**config.mk**
```make
export PLATFORM = sky130hd
export DESIGN_NAME = tt_um_arq_rx
export DESIGN_NICKNAME = d
export VERILOG_FILES = /design/src/rtl/tt_um_arq_rx.sv
export SDC_FILE = /design/constraint.sdc
export NUM_CORES = 1
export LEC_CHECK = 0
export ABC_AREA = 1
export BUFFER_PORTS_ARGS = -buffer_cell sky130_fd_sc_hd__buf_4
export CAP_MARGIN = 10
export CORE_MARGIN = 3
export CORE_UTILIZATION = 45
export DETAILED_ROUTE_END_ITERATION = 6
export GPL_TIMING_DRIVEN = 0
export PLACE_DENSITY = 0.73
export SYNTH_ARGS = -nofsm -noshare
export SYNTH_HDL_FRONTEND = slang
export SYNTH_SLANG_ARGS = --single-unit
export TNS_END_PERCENT = 5
```
**constraint.sdc**
```tcl
create_clock -name clk -period 3.5 [get_ports clk]
set_input_delay 0.35 -clock clk [delete_from_list [all_inputs] [get_ports clk]]
set_output_delay 0.35 -clock clk [all_outputs]
set_load 0.02 [all_outputs]
```
**src/rtl/tt_um_arq_rx.sv**
```systemverilog
// tt_um_arq_rx - stop-and-wait ARQ receiver tile.
//
// Receives 3-byte frames (header, payload, check) from the link. Each frame's
// sync pattern, sequence bit and checksum are validated, and a one-cycle
// ACK/NAK pulse is returned. Accepted in-order payloads are queued in a
// first-word-fall-through FIFO that the consumer drains.
//
// Ports
//   clk      clock
//   rst_n    asynchronous active-low reset
//   ena      powered indicator, unused
//   ui_in    link byte, sampled while rx_valid=1
//   uo_out   FIFO head payload, 0x00 when empty
//   uio_in   [0] rx_valid, [1] rd_en, [7:2] unused
//   uio_out  [3] ack, [4] nak, [5] resp_seq, [6] empty, [7] full, [2:0] 0
//   uio_oe   constant 8'hF8
//
// FSM states
//   state  | meaning
//   S_IDLE | hunting for a header byte (0xAA / 0xAB); other bytes dropped
//   S_HDR  | header latched, waiting for payload byte
//   S_PAY  | payload latched, waiting for check byte (accept edge)

module tt_um_arq_rx #(
   parameter int DEPTH   = 8,
   parameter int TIMEOUT = 255
) (
   input  logic       clk,
   input  logic       rst_n,
   input  logic       ena,
   input  logic [7:0] ui_in,
   output logic [7:0] uo_out,
   input  logic [7:0] uio_in,
   output logic [7:0] uio_out,
   output logic [7:0] uio_oe
);

   localparam int PW = $clog2(DEPTH);
   localparam int CW = PW + 1;
   localparam logic [7:0] TO_LOAD = 8'(TIMEOUT);
   localparam logic [6:0] SYNC = 7'h55;

   typedef enum logic [1:0] {
      S_IDLE = 2'd0,
      S_HDR  = 2'd1,
      S_PAY  = 2'd2
   } state_t;

   logic rx_valid;
   logic rd_en;
   assign rx_valid = uio_in[0];
   assign rd_en    = uio_in[1];

   logic unused_ok;
   assign unused_ok = &{1'b0, ena, uio_in[7:2]};

   state_t state_q, state_d;

   logic          seq_q;
   logic [7:0]    pay_q;
   logic          exp_seq_q;
   logic [7:0]    to_cnt_q;
   logic          ack_q, nak_q, resp_seq_q;

   logic [7:0]    mem [DEPTH];
   logic [PW-1:0] wr_ptr_q, rd_ptr_q;
   logic [CW-1:0] count_q;

   logic empty, full;
   assign empty = (count_q == '0);
   assign full  = (count_q == CW'(DEPTH));

   logic hdr_ld, pay_ld, accept, chk_ok, is_dup, take;
   logic push, pop, ack_d, nak_d;
   logic to_expire;

   // to_cnt_q holds the idle cycles still allowed; reaching 1 on an idle
   // cycle means this is the TIMEOUT-th consecutive idle cycle.
   assign to_expire = !rx_valid && (to_cnt_q == 8'd1);

   always_comb begin
      state_d = state_q;
      hdr_ld  = 1'b0;
      pay_ld  = 1'b0;
      accept  = 1'b0;
      case (state_q)
         S_IDLE: begin
            if (rx_valid && (ui_in[7:1] == SYNC)) begin
               hdr_ld  = 1'b1;
               state_d = S_HDR;
            end
         end
         S_HDR: begin
            if (rx_valid) begin
               pay_ld  = 1'b1;
               state_d = S_PAY;
            end else if (to_expire) begin
               state_d = S_IDLE;
            end
         end
         S_PAY: begin
            if (rx_valid) begin
               accept  = 1'b1;
               state_d = S_IDLE;
            end else if (to_expire) begin
               state_d = S_IDLE;
            end
         end
         default: state_d = S_IDLE;
      endcase
   end

   // Decision uses the registered full flag; a pop in the accept cycle does
   // not free a slot for this frame.
   assign chk_ok = (ui_in == ~({SYNC, seq_q} ^ pay_q));
   assign is_dup = (seq_q != exp_seq_q);
   assign take   = chk_ok && (is_dup || !full);
   assign push   = accept && chk_ok && !is_dup && !full;
   assign ack_d  = accept && take;
   assign nak_d  = accept && !take;
   assign pop    = rd_en && !empty;

   always_ff @(posedge clk or negedge rst_n) begin
      if (!rst_n) begin
         state_q <= S_IDLE;
      end else begin
         state_q <= state_d;
      end
   end

   always_ff @(posedge clk or negedge rst_n) begin
      if (!rst_n) begin
         seq_q      <= 1'b0;
         pay_q      <= 8'h00;
         exp_seq_q  <= 1'b0;
         to_cnt_q   <= 8'h00;
         ack_q      <= 1'b0;
         nak_q      <= 1'b0;
         resp_seq_q <= 1'b0;
      end else begin
         if (hdr_ld) seq_q <= ui_in[0];
         if (pay_ld) pay_q <= ui_in;
         if (push) exp_seq_q <= ~exp_seq_q;
         if (rx_valid) begin
            to_cnt_q <= TO_LOAD;
         end else if ((state_q != S_IDLE) && (to_cnt_q != 8'h00)) begin
            to_cnt_q <= to_cnt_q - 8'd1;
         end
         ack_q      <= ack_d;
         nak_q      <= nak_d;
         resp_seq_q <= accept ? seq_q : 1'b0;
      end
   end

   always_ff @(posedge clk) begin
      if (push) mem[wr_ptr_q] <= pay_q;
   end

   always_ff @(posedge clk or negedge rst_n) begin
      if (!rst_n) begin
         wr_ptr_q <= '0;
         rd_ptr_q <= '0;
         count_q  <= '0;
      end else begin
         if (push) wr_ptr_q <= wr_ptr_q + PW'(1);
         if (pop)  rd_ptr_q <= rd_ptr_q + PW'(1);
         count_q <= count_q + CW'(push) - CW'(pop);
      end
   end

   assign uo_out  = empty ? 8'h00 : mem[rd_ptr_q];
   assign uio_out = {full, empty, resp_seq_q, nak_q, ack_q, 3'b000};
   assign uio_oe  = 8'hF8;

endmodule

```
# Word level (Yosys, flattened, before mapping)
# Memories as Yosys holds them, arrays and structs flattened.
# Cells that the tools add are included.
# word_totals
ramBits,64
elab_cells,65
ff_bits,33
in_bits,19
output_inout_bits,24
mem_count,1
# mem_list
memory,depth,width,read_ports,rd_ports_with_merged_regs,write_ports,line_no,rtl
mem,8,8,1,0,1,65,logic [7:0] mem [DEPTH];
# op_classes
n_reduce_logical,21
addsub,5
muxes,16
eq_ne,8
bitwise_logic,3
# op_table
operator,n
8-bit two-way mux,3
1-bit logical AND,10
"8-bit by 1-bit equality test with 1-bit output, second input constant",1
8-bit equality test,1
1-bit two-way mux,8
2-bit two-way mux,4
8-bit inverter,1
8-bit nonzero test,1
"8-bit by 1-bit subtractor with 8-bit output, second input constant",1
8-bit bitwise XOR,1
"7-bit equality test, second input constant",1
"3-bit by 1-bit adder with 3-bit output, second input constant",2
2-bit one-hot mux with 3 select lines,1
1-bit logical NOT,5
4-bit by 1-bit adder with 4-bit output,1
"4-bit equality test, second input constant",1
4-bit logical NOT,1
2-bit nonzero test,2
4-bit by 1-bit subtractor with 4-bit output,1
"2-bit by 1-bit equality test with 1-bit output, second input constant",1
"2-bit equality test, second input constant",1
2-bit logical NOT,1
"2-bit != test, second input constant",1
1-bit logical OR,1
2 further kinds,2

# Logic depth before layout (Yosys ltp)
# logic_depth
word_depth,8
mapped_depth,14
depth_no_buf,14

# Least setup slack after synthesis
# OpenSTA, ideal clock, no wires.
# synth_path
path_type,flip-flop to flip-flop
from,reg pay_q[4]
to,reg count_q[2]
setup_ps,123
period_less_slack_ps,2264
arrival_ps,2142
t_required_ps,3377
stages_incl_launch_ff,14
n_path_buf,0
setup_slack_ps,1236
path_cell_list,dfrtp_1 inv_1 nand2_1 nand2_1 nor2_1 nand3_2 nor2_8 nand3_2 ha_1 inv_1 ha_1 inv_1 fa_1 xnor2_1
# synth_via
elab_chain_cells,8
# synth_rtl
element,line_no,rtl
"start, declared",60,logic [7:0] pay_q;
"start signal, assigned",142,if (pay_ld) pay_q <= ui_in;
8-bit bitwise XOR,115,"assign chk_ok = (ui_in == ~({SYNC, seq_q} ^ pay_q));"
8-bit inverter,115,
8-bit equality test,115,
1-bit logical AND (3 in a row),118,assign push = accept && chk_ok && !is_dup && !full;
4-bit by 1-bit adder with 4-bit output,167,count_q <= count_q + CW'(push) - CW'(pop);
4-bit by 1-bit subtractor with 4-bit output,167,
"end signal, assigned",167,
"end, declared",67,logic [CW-1:0] count_q;
# No other way between the ends.
# A chain may end at the register's enable or synchronous reset.

# Worst setup path in the final report
# Same ends and word-level chain as after synthesis.

==> results.py <==
metrics = {
    "power_and_ir_drop": {
        "static-leakage-power_nw": 2.18,
        "power.internal_mw": 2.08,
        "seq_power_share": 0.410,
        "power.share.switching": 0.369,
        "power.share.combinational": 0.367,
        "power.net_switching_mw": 1.22,
        "powerDensity_mw_per_mm2": 634,
        "peakVddDrop_mv": 0.379,
        "clock_power_share": 0.223,
    },
    "worst_hold_path": {
        "hp-class": "input pin to register",
        "timing.hold.worst_path_depth": 3,
    },
    "drt": {
        "drt_wl_total_mm": 9.25,
        "post-route-drc-count": 0,
        "routed-via-count": 3230,
        "routed_length_per_instance_um": 14.3,
        "first_pass_iters": 4,
        "via_per_inst": 5.01,
        "dr.first_iter.drc_count": 157,
        "detail-route-antenna-nets": 0,
    },
    "global_route": {
        "largest_net_degree_at_the_start_of_global_routing": 34,
        "grt_pass1_vias": 3164,
        "overflow": 0,
        "grt_pass1_wl_mm": 15.1,
        "grt_usage": 0.171,
        "antenna_found_initial": 0,
    },
    "floorplanning": {
        "floorplan.initialDensity": 0.468,
        "placement_rows": 36,
        "dieWidth_um": 107,
        "die_h_um": 107,
        "coreArea_mm2": 0.00986,
        "die_area_mm2": 0.0115,
        "pin_count": 43,
    },
    "cts": {
        "ctsHoldBuffers": 1,
        "clock_latency_ns": 0.36,
        "clock_sinks": 97,
        "h-tree-depth": 3,
        "postCtsSetupRepairBufs": 0,
        "cts.path.max_buffers": 2,
        "cts_root_buf": "clkbuf_8",
        "cts_resized": 0,
        "cts_buffers": 9,
        "clk_transition_reported_paths_ns": 0.10,
        "cts_tree": "done",
    },
    "place": {
        "dp_hpwl_mm": 6.52,
        "place_congestion": 0.846,
        "dp.cells": 628,
        "buffer_ports.inserted": 23,
    },
    "final_layout": {
        "area_delta_synth_final_pct": 12.6,
        "layout.filler_cells": 836,
        "layout.cells.non_filler": 645,
        "final_net_count": 538,
        "final_layout_size_suffix_gt1_frac": 0.160,
        "antenna_cells_inserted": 0,
    },
    "synth": {
        "ys_ff_latch": 97,
        "yosysUniqueCellTypes": 30,
        "synth.avg_cell_area_um2": 9.97,
        "synth.yosys.seq_area_share": 0.595,
        "cell_count_after_synthesis": 463,
        "ys.warnings.count": 0,
        "synth_top_area_cell": "edfxtp_1",
        "synth.top_cells.by_area": "edfxtp_1, dfrtp_1, nor2_1, o21ai_0, nand2_1",
        "syn-cell-area_mm2": 0.00462,
        "yosysTopAreaCellShare": 0.416,
    },
    "critical_path": {
        "critical_path.max_fanout": 12,
        "startpoint_type": "register",
        "setup_cp_type": "register to register",
        "timing.critical_path.required_ns": 3.75,
        "critPathArrivalTime_ns": 2.84,
        "cp-end-kind": "register",
        "rr_worst_depth": 13,
    },
    "timing": {
        "setup_tns_ns": 0,
        "setup_skew_ns": 0.0162,
        "timing_hold_violations_final": 0,
        "tightest_slew_ns": 0.821,
        "setup_viol": 0,
        "report.final.slew_viol_count": 0,
        "finalCritPeriodShare": 0.741,
        "rsz0062_at_grt": "no",
        "max_freq_mhz": 386,
        "final_period_minus_worst_setup_slack_ns": 2.59,
        "timing.max_slew.rel_slack": 0.451,
    },
    "run": {
        "drv_cap": 0,
    },
    "run_status": {
        "status": "complete, no violations",
    },
}
## cell type report
cell class                      count  area, um2  area share
Multi-Input combinational cell    297       1540       0.295
Buffer                             29        184      0.0354
Tap cell                          133        166      0.0320
Clock inverter                      7       76.3      0.0147
Inverter                           49        184      0.0354
Clock buffer                        9        124      0.0238
Sequential cell                    97       2750       0.528
Timing Repair Buffer               24        183      0.0351
## cells by family after synthesis
kind of cell    count (synthesis)  share of synthesized area
compound gates                 85                     0.0959
xor+xnor                       10                     0.0190
fa+ha+maj                      12                     0.0341
buf+inv                        78                     0.0797
flops                          97                      0.595
other cells                     2                    0.00163
simple gates                  179                      0.175
## cell usage in the layout, fill, tap and decap left out, types with 2 or more instances in the layout
cell type,Yosys,routed
nor2_1,81,81
nand2_1,64,64
edfxtp_1,64,64
o21ai_0,53,53
inv_1,42,42
buf_4,17,40
dfrtp_1,33,33
o21ai_1,17,17
nand3_1,15,15
ha_1,11,11
conb_1,2,11
buf_2,9,9
clkbuf_8,0,9
a31oi_1,8,8
inv_2,6,6
xor2_1,5,5
xnor2_1,5,5
nand4_1,5,5
nand3_2,4,4
a21oi_1,4,4
clkbuf_1,3,3
nand2_2,3,3
clkinv_1,1,2
nand4_4,2,2
o31ai_1,2,2
nor4_1,2,2
clkinv_4,0,2
## routing by layer
layer / up-vias / share of wire / track usage
met3: 18 / 0.044 / 0.0342
met2: 79 / 0.50 / 0.282
met1: 1529 / 0.44 / 0.217
met5: - / 0 / 0
met4: 0 / 0.019 / 0.0767
li1: 1604 / - / -
## registers in the layout, summed over array words and instances (netlist names)
name and cells:
mem 64, pay_q 8, to_cnt_q 8, count_q 4, rd_ptr_q 3, wr_ptr_q 3, state_q 2, ack_q 1
exp_seq_q 1, nak_q 1, resp_seq_q 1, seq_q 1
## Yosys cell counts, drive strengths merged
library cell	number
nor2	83
o21ai	70
nand2	67
edfxtp	64
inv	48
dfrtp	33
buf	26
nand3	19
ha	11
a31oi	8
nand4	7
xnor2	5
xor2	5
a21oi	4
clkbuf	3
conb	2
nor4	2
o31ai	2
clkinv	1
fa	1
nor3	1
o211ai	1
## through the flow
step | power [mW] | hold WS, ns | setup WS, ns | utilization | instance area (um2)
after global placement | 2.55 | 0.329 | 0.990 | 0.506 | 4990
after global routing | 3.52 | 0.273 | 0.728 | 0.527 | 5200
after floorplan | 2.18 | 0.0544 | 1.24 | - | 4650
after detailed placement | 2.59 | 0.335 | 0.916 | 0.506 | 4990
final | 3.30 | 0.278 | 0.906 | 0.527 | 5200
after CTS | 3.32 | 0.259 | 0.901 | 0.527 | 5200
## power groups by stage
| stage | registers, mW | clock network (mW) | logic, mW |
|---|---|---|---|
| finish | 1.35 | 0.736 | 1.21 |
| global placement | 1.37 | 0 | 1.17 |
| CTS | 1.35 | 0.752 | 1.22 |
| detailed placement | 1.38 | 0 | 1.21 |
| global route | 1.36 | 0.807 | 1.35 |
| floorplan | 1.36 | 0 | 0.826 |
## critical path, stage by stage, from the launching register on
cell and delay [ns]:
dfrtp_1 0.63, inv_1 0.11, nand2_1 0.07, nand2_1 0.05
nor2_1 0.12, nand3_2 0.13, nor2_8 0.19, nand3_2 0.11
ha_1 0.30, inv_1 0.06, ha_1 0.15, inv_1 0.05
fa_1 0.38, xnor2_1 0.14
## final timing paths
check / start / end / slack (ns)
worst max-delay path: pay_q[4]$_DFFE_PN0P_ / count_q[2]$_DFF_PN0_ / 0.91
worst min-delay path: ui_in[2] / pay_q[2]$_DFFE_PN0P_ / 0.28
worst max register to register: pay_q[4]$_DFFE_PN0P_ / count_q[2]$_DFF_PN0_ / 0.91
worst min register to register: wr_ptr_q[2]$_DFFE_PN0P_ / wr_ptr_q[2]$_DFFE_PN0P_ / 0.53
max in group asynchronous: rst_n / to_cnt_q[4]$_DFFE_PN0P_ / 2.70
min in group asynchronous: rst_n / rd_ptr_q[2]$_DFFE_PN0P_ / 0.48
No activity file was read; power rests on OpenSTA's default activity.
